### src/rtl/if_fetch_stage_pkg.sv
// if_fetch_stage_pkg: shared fetch FSM state encoding and fetch-stage defaults.
package if_fetch_stage_pkg;
    typedef enum logic [1:0] {
        ST_REQ  = 2'd0,
        ST_HOLD = 2'd1,
        ST_KILL = 2'd2
    } fetch_state_t;
    localparam logic [31:0] NOP_INST_DEF = 32'h0000_0013;
    localparam logic [31:0] RESET_PC_DEF = 32'h0000_0000;
endpackage

### src/rtl/if_fetch_stage_if.sv
// if_fetch_stage_if: req/ack instruction-memory bus between fetch stage and memory.
interface if_fetch_stage_if #(parameter int XLEN = 32);
    logic            req;
    logic [XLEN-1:0] addr;
    logic            ack;
    logic [31:0]     rdata;
    modport master(output req, addr, input ack, rdata);
    modport slave(input req, addr, output ack, rdata);
endinterface

### src/rtl/if_fetch_stage_if_id_reg.sv
// if_id_reg: IF/ID pipeline register with load enable; flush beats enable and inserts a bubble.
module if_id_reg
    import if_fetch_stage_pkg::*;
#(
    parameter int          XLEN     = 32,
    parameter logic [31:0] NOP_INST = NOP_INST_DEF
) (
    input  logic            clk,
    input  logic            rst_n,
    input  logic            i_en,
    input  logic            i_flush,
    input  logic [XLEN-1:0] i_pc,
    input  logic [XLEN-1:0] i_pc4,
    input  logic [31:0]     i_inst,
    input  logic            i_valid,
    output logic [XLEN-1:0] o_pc,
    output logic [XLEN-1:0] o_pc4,
    output logic [31:0]     o_inst,
    output logic            o_valid
);
    logic [XLEN-1:0] r_pc;
    logic [XLEN-1:0] r_pc4;
    logic [31:0]     r_inst;
    logic            r_valid;

    always_ff @(posedge clk or negedge rst_n) begin
        if (!rst_n) begin
            r_pc    <= '0;
            r_pc4   <= '0;
            r_inst  <= NOP_INST;
            r_valid <= 1'b0;
        end else if (i_flush) begin
            r_inst  <= NOP_INST;
            r_valid <= 1'b0;
        end else if (i_en) begin
            r_pc    <= i_pc;
            r_pc4   <= i_pc4;
            r_inst  <= i_valid ? i_inst : NOP_INST;
            r_valid <= i_valid;
        end
    end

    assign o_pc    = r_pc;
    assign o_pc4   = r_pc4;
    assign o_inst  = r_inst;
    assign o_valid = r_valid;
endmodule

### src/rtl/if_fetch_stage.sv
// if_fetch_stage: PC, fetch FSM (REQ/HOLD/KILL) and one-entry hold buffer feeding the IF/ID register.
module if_fetch_stage
    import if_fetch_stage_pkg::*;
#(
    parameter int              XLEN     = 32,
    parameter logic [XLEN-1:0] RESET_PC = XLEN'(RESET_PC_DEF),
    parameter logic [31:0]     NOP_INST = NOP_INST_DEF
) (
    input  logic              clk,
    input  logic              rst_n,
    input  logic              i_pipeline_stop,
    input  logic              i_if_id_flush,
    input  logic [XLEN-1:0]   i_br_target,
    if_fetch_stage_if.master  imem,
    output logic [XLEN-1:0]   o_id_pc,
    output logic [XLEN-1:0]   o_id_pc4,
    output logic [31:0]       o_id_inst,
    output logic              o_id_valid,
    output logic [1:0]        o_fetch_state
);
    fetch_state_t    r_state, w_next_state;
    logic [XLEN-1:0] r_pc, w_next_pc;
    logic [XLEN-1:0] r_redir, w_next_redir;
    logic [XLEN-1:0] r_buf_pc;
    logic [31:0]     r_buf_inst;
    logic            w_buf_we;
    logic            w_load;
    logic            w_bubble;
    logic [XLEN-1:0] w_load_pc;
    logic [31:0]     w_load_inst;

    // KILL keeps the old request on the bus; the redirect target waits in r_redir
    always_comb begin
        w_next_state = r_state;
        w_next_pc    = r_pc;
        w_next_redir = r_redir;
        w_buf_we     = 1'b0;
        case (r_state)
            ST_REQ: begin
                if (i_if_id_flush) begin
                    if (imem.ack) w_next_pc = i_br_target;
                    else begin
                        w_next_state = ST_KILL;
                        w_next_redir = i_br_target;
                    end
                end else if (imem.ack && i_pipeline_stop) begin
                    w_next_state = ST_HOLD;
                    w_buf_we     = 1'b1;
                end else if (imem.ack) w_next_pc = r_pc + XLEN'(4);
            end
            ST_HOLD: begin
                if (i_if_id_flush) begin
                    w_next_state = ST_REQ;
                    w_next_pc    = i_br_target;
                end else if (!i_pipeline_stop) begin
                    w_next_state = ST_REQ;
                    w_next_pc    = r_pc + XLEN'(4);
                end
            end
            ST_KILL: begin
                if (imem.ack) begin
                    w_next_state = ST_REQ;
                    w_next_pc    = i_if_id_flush ? i_br_target : r_redir;
                end else if (i_if_id_flush) w_next_redir = i_br_target;
            end
            default: w_next_state = ST_REQ;
        endcase
    end

    always_ff @(posedge clk or negedge rst_n) begin
        if (!rst_n) begin
            r_state    <= ST_REQ;
            r_pc       <= RESET_PC;
            r_redir    <= RESET_PC;
            r_buf_pc   <= '0;
            r_buf_inst <= NOP_INST;
        end else begin
            r_state <= w_next_state;
            r_pc    <= w_next_pc;
            r_redir <= w_next_redir;
            if (w_buf_we) begin
                r_buf_pc   <= r_pc;
                r_buf_inst <= imem.rdata;
            end
        end
    end

    assign w_load      = !i_if_id_flush && !i_pipeline_stop &&
                         ((r_state == ST_REQ && imem.ack) || r_state == ST_HOLD);
    assign w_bubble    = i_if_id_flush || (!i_pipeline_stop && !w_load);
    assign w_load_pc   = (r_state == ST_HOLD) ? r_buf_pc : r_pc;
    assign w_load_inst = (r_state == ST_HOLD) ? r_buf_inst : imem.rdata;

    if_id_reg #(.XLEN(XLEN), .NOP_INST(NOP_INST)) u_if_id (
        .clk     (clk),
        .rst_n   (rst_n),
        .i_en    (w_load),
        .i_flush (w_bubble),
        .i_pc    (w_load_pc),
        .i_pc4   (w_load_pc + XLEN'(4)),
        .i_inst  (w_load_inst),
        .i_valid (1'b1),
        .o_pc    (o_id_pc),
        .o_pc4   (o_id_pc4),
        .o_inst  (o_id_inst),
        .o_valid (o_id_valid)
    );

    assign imem.req      = (r_state != ST_HOLD);
    assign imem.addr     = r_pc;
    assign o_fetch_state = r_state;
endmodule

### src/flat_wrapper.sv
// flat-port wrapper written by rule: the top's interface ports become plain ports
module if_fetch_stage_flat import if_fetch_stage_pkg::*;
#(
    parameter int              XLEN     = 32,
    parameter logic [XLEN-1:0] RESET_PC = XLEN'(RESET_PC_DEF),
    parameter logic [31:0]     NOP_INST = NOP_INST_DEF
)
  (clk, rst_n, i_pipeline_stop, i_if_id_flush, i_br_target, o_id_pc, o_id_pc4, o_id_inst, o_id_valid, o_fetch_state, imem_req, imem_addr, imem_ack, imem_rdata);
  if_fetch_stage_if #(.XLEN(XLEN)) imem_i ();
  input  logic clk;
  input  logic rst_n;
  input  logic i_pipeline_stop;
  input  logic i_if_id_flush;
  input  logic [XLEN-1:0] i_br_target;
  output logic [XLEN-1:0] o_id_pc;
  output logic [XLEN-1:0] o_id_pc4;
  output logic [31:0] o_id_inst;
  output logic o_id_valid;
  output logic [1:0] o_fetch_state;
  output wire logic [$bits(imem_i.req)-1:0] imem_req;
  output wire logic [$bits(imem_i.addr)-1:0] imem_addr;
  input wire logic [$bits(imem_i.ack)-1:0] imem_ack;
  input wire logic [$bits(imem_i.rdata)-1:0] imem_rdata;
  assign imem_req = imem_i.req;
  assign imem_addr = imem_i.addr;
  assign imem_i.ack = imem_ack;
  assign imem_i.rdata = imem_rdata;
  if_fetch_stage #(.XLEN(XLEN), .RESET_PC(RESET_PC), .NOP_INST(NOP_INST)) u_core (.clk(clk), .rst_n(rst_n), .i_pipeline_stop(i_pipeline_stop), .i_if_id_flush(i_if_id_flush), .i_br_target(i_br_target), .imem(imem_i), .o_id_pc(o_id_pc), .o_id_pc4(o_id_pc4), .o_id_inst(o_id_inst), .o_id_valid(o_id_valid), .o_fetch_state(o_fetch_state));
endmodule
### config.mk
export PLATFORM = sky130hd
export DESIGN_NAME = if_fetch_stage_flat
export DESIGN_NICKNAME = d
export VERILOG_FILES = /design/src/rtl/if_fetch_stage_pkg.sv /design/src/rtl/if_fetch_stage_if.sv /design/src/rtl/if_fetch_stage_if_id_reg.sv /design/src/rtl/if_fetch_stage.sv /design/src/flat_wrapper.sv
export SDC_FILE = /design/constraint.sdc
export NUM_CORES = 1
export LEC_CHECK = 0
export BUFFER_PORTS_ARGS = -buffer_cell sky130_fd_sc_hd__buf_2
export CAP_MARGIN = 40
export CORE_AREA = 2 2 138 140
export CTS_CLUSTER_SIZE = 25
export DETAILED_ROUTE_END_ITERATION = 7
export DIE_AREA = 0 0 140 142
export HOLD_SLACK_MARGIN = 0.03
export PLACE_DENSITY = 0.92
export SETUP_SLACK_MARGIN = 0.4
export SLEW_MARGIN = 40
export SYNTH_ARGS = -nofsm -noshare
export SYNTH_HDL_FRONTEND = slang
export SYNTH_SLANG_ARGS = --single-unit
### constraint.sdc
create_clock -name clk -period 8.3 [get_ports clk]
set_clock_uncertainty 0.2 [all_clocks]
set_input_delay 1.66 -clock clk [delete_from_list [all_inputs] [get_ports clk]]
set_output_delay 1.66 -clock clk [all_outputs]
set_load 0.05 [all_outputs]
==> reports/results.txt <==
Finished Cell Area: 12800 um2
Layout Cells excl Fill: 1470
setup ws final: 4.08 ns
Slew Limit Fails: 0
vias in the first global route: 8522
hold-fix buffers at CTS: 0
grt ovf: 0
Worst path slowest cell: dfrtp_1
Post-synth ARST share: 100%
Comb power frac: 30.3%
Final HPWL DP: 19.0 mm
Yosys warning count: 0
TritonCTS Buffers: 24
Vias per Instance: 6.04
status: finished with violations
CORE AREA: 18500 um2
dpl cell area: 11900 um2
Worst path max stage delay: 0.65 ns
clock buffer depth: 3
Clock transition at path regs: 0.06 ns
Peak supply drop: 0.000183 V
root buf cell: clkbuf_16
CP startpoint kind: flip-flop
initial antenna violation count: 1
number of synthesized register bits: 225
worst path bufs/invs: 3
HP Start: u_core.u_if_id.o_pc[11]$_DFFE_PN0P_
synthesis-to-finish area growth: 18.6%
CP Data Arrival Time: 2.36 ns
Die W: 140 um
top-level I/O count: 201
share of post-route cells with drive strength above 1: 30.3%
top cells by count, synth: 219 x dfrtp_1, 188 x nand2_1, 116 x o21ai_0
Layout fillers: 1294
CP max FO: 22
setup tns final: 0 ns
most frequent cell after synthesis: dfrtp_1
top post-synthesis cells by area: dfrtp_1 51%, mux2_2 11%, nand2_1 6.5%, mux2i_1 5.4%, o21ai_0 5.4%
Synth Instances: 1051
top-area cell type share of the netlist area: 50.7%
Starting Density: 58.6%
max_slew headroom: 46.5%
Switching Share: 38.3%
final number of hold-violating endpoints: 0
final setup vio count: 0
Max Fclk: 237 MHz
worst min path class: reg -> reg
worst-path cell chain: nor2b_4 -> buf_16 -> inv_2 -> buf_2
CTS HTree Levels: 1
Sequential Power Share: 40.7%
residual antenna-violating net count after detailed routing: 0
first-pass GRT wire length: 45.7 mm
die height: 142 um
total design power: 3.89 mW
placed cells: 1425
RSZ-0062 raised after global routing: no
dpl ws: 3.71 ns
Worst-Margin Slew: 0.802 ns
post-synth cell types: 64
Worst-Skew Late Latency: 0.52 ns
clk sinks: 225
largest net degree at the start of global routing: 129
Post-CTS Setup Inserts: 0
Mapped Avg Cell Area: 10.3 um2
Tot GR Track Use: 28.5%
die area: 19900 um2
failing checks: DRC
leak pwr: 5.90 nW
# DRC: 24
Power Dens Cells: 303 nW/um2
Min Clock Period, post-route: 4.22 ns
period utilization: 50.8%
Wirelength per Cell: 19.1 um
First DRT Iteration DRCs: 915
Critical Path Start: u_core.o_fetch_state[1]$_DFFE_PN0P_
Netlist Area Pre-Place: 10800 um2
CP Class: reg -> out
post-synth top area cell: dfrtp_1
delay-heaviest family, CP: buffers and inverters
final WL: 28.1 mm
Clk pwr share: 28.9%
# resized after CTS: 0
NumNets Final: 1289
Synthesized Nets: 1122
max cap viols: 0
vias: 8881
num rows: 50
Worst Path Required: 6.44 ns
internal power: 2.40 mW
sequential area share after synthesis: 52.2%
Post-synth EDFFs: 0
Sw Pwr: 1.49 mW
Crit. End Element: output port
gpl congestion: 0.900
DRT Pass-1 Iters: 8
TritonCTS clock tree: yes
port bufs: 200
r2r startpoint: u_core.o_fetch_state[1]$_DFFE_PN0P_
ys flop type: dfrtp_1
## tightest hold or removal path, delay by kind of cell (launching register included)
kind	cells	cell delay (ns)
DFF	1	0.34
AOI/OAI and AO/OA	1	0.05
and+or+nand+nor	1	0.04
## registers in the layout, indices dropped and copies added (netlist names), 2 cells and up
register / flops
u_core.imem.addr: 32
u_core.u_if_id.o_inst: 32
u_core.o_fetch_state: 2
u_core.r_buf_pc: 32
u_core.r_redir: 32
u_core.u_if_id.o_pc4: 30
u_core.r_buf_inst: 32
u_core.u_if_id.o_pc: 32
## per-layer routing
layer / global-route usage [%] / up-vias / routed length (um)
met1: 40.8 / 4330 / 11500
met4: 10.3 / 0 / 892
li1: - / 4034 / -
met3: 4.71 / 73 / 2420
met2: 44.6 / 444 / 13300
met5: 0 / - / 0
## area by class of cell
cell class              count  area [um2]  area share (%)
well taps                 234         293            2.28
repair buffers            214        1170            9.12
diodes                      2        5.00          0.0391
inverters                   6        22.5           0.176
clock buffers              37         741            5.78
clock inverters             5         100           0.781
multi-input cells         747        4850            37.8
flip-flops and latches    225        5640            44.0
## cells by family after synthesis
group | Yosys count | synth area share (%)
multiplexers | 163 | 16.5
AO/OA/AOI/OAI | 221 | 11.8
flip-flops | 225 | 52.2
XOR/XNOR | 27 | 2.19
buffers and inverters | 79 | 3.20
AND/OR/NAND/NOR | 334 | 14.0
adder cells (fa/ha/maj) | 2 | 0.232
## stage by stage
stage                     util [%]  hold WS, ns
final                         69.4        0.270
after global routing          69.4        0.293
after CTS                     69.2        0.278
after detailed placement      64.7        0.263
after global placement        64.5        0.256
after floorplan                  -        0.263
## worst paths after layout
kind | to | slack (ns) | cells past startpoint
max | imem_req | 4.08 | 4
min | u_core.u_if_id.o_pc[11]$_DFFE_PN0P_ | 0.27 | 2
max reg2reg | u_core.u_if_id.o_pc4[30]$_DFFE_PN0P_ | 4.12 | 10
min reg2reg | u_core.u_if_id.o_pc[11]$_DFFE_PN0P_ | 0.27 | 2
max in group asynchronous | u_core.u_if_id.o_pc4[21]$_DFFE_PN0P_ | 5.53 | 3
min in group asynchronous | u_core.r_buf_inst[29]$_DFFE_PN0P_ | 0.90 | 1
## power by group through the flow
stage | clock network, mW | registers, mW | logic [mW]
after floorplan | 0 | 1.97 | 0.438
after global placement | 0 | 1.57 | 1.14
after detailed placement | 0 | 1.59 | 1.17
after CTS | 1.14 | 1.57 | 1.18
after global routing | 1.18 | 1.61 | 1.25
final | 1.13 | 1.58 | 1.18
## cell usage in the layout, fill, tap and decap left out, types with 3 or more instances in the layout
| cell | count |
|---|---|
| a32oi_1 | 3 |
| bufinv_16 | 3 |
| nor2_1 | 52 |
| nand3_1 | 14 |
| mux2i_1 | 58 |
| a31oi_1 | 14 |
| nor3_1 | 19 |
| o21ai_0 | 115 |
| inv_1 | 5 |
| a21oi_1 | 43 |
| and2_1 | 4 |
| buf_4 | 11 |
| nand2_1 | 188 |
| xor2_1 | 17 |
| nor2b_1 | 3 |
| o21ai_1 | 3 |
| mux2_2 | 102 |
| buf_2 | 198 |
| a211o_1 | 3 |
| clkbuf_1 | 5 |
| o2111ai_1 | 3 |
| a21o_1 | 3 |
| clkbuf_8 | 8 |
| a211oi_1 | 9 |
| clkbuf_16 | 25 |
| dfstp_2 | 6 |
| a221o_1 | 3 |
| xnor2_1 | 10 |
| nand4_1 | 11 |
| dfrtp_1 | 219 |
| nor4_1 | 5 |
| and3_1 | 17 |
(Power assumes the default switching activity.)
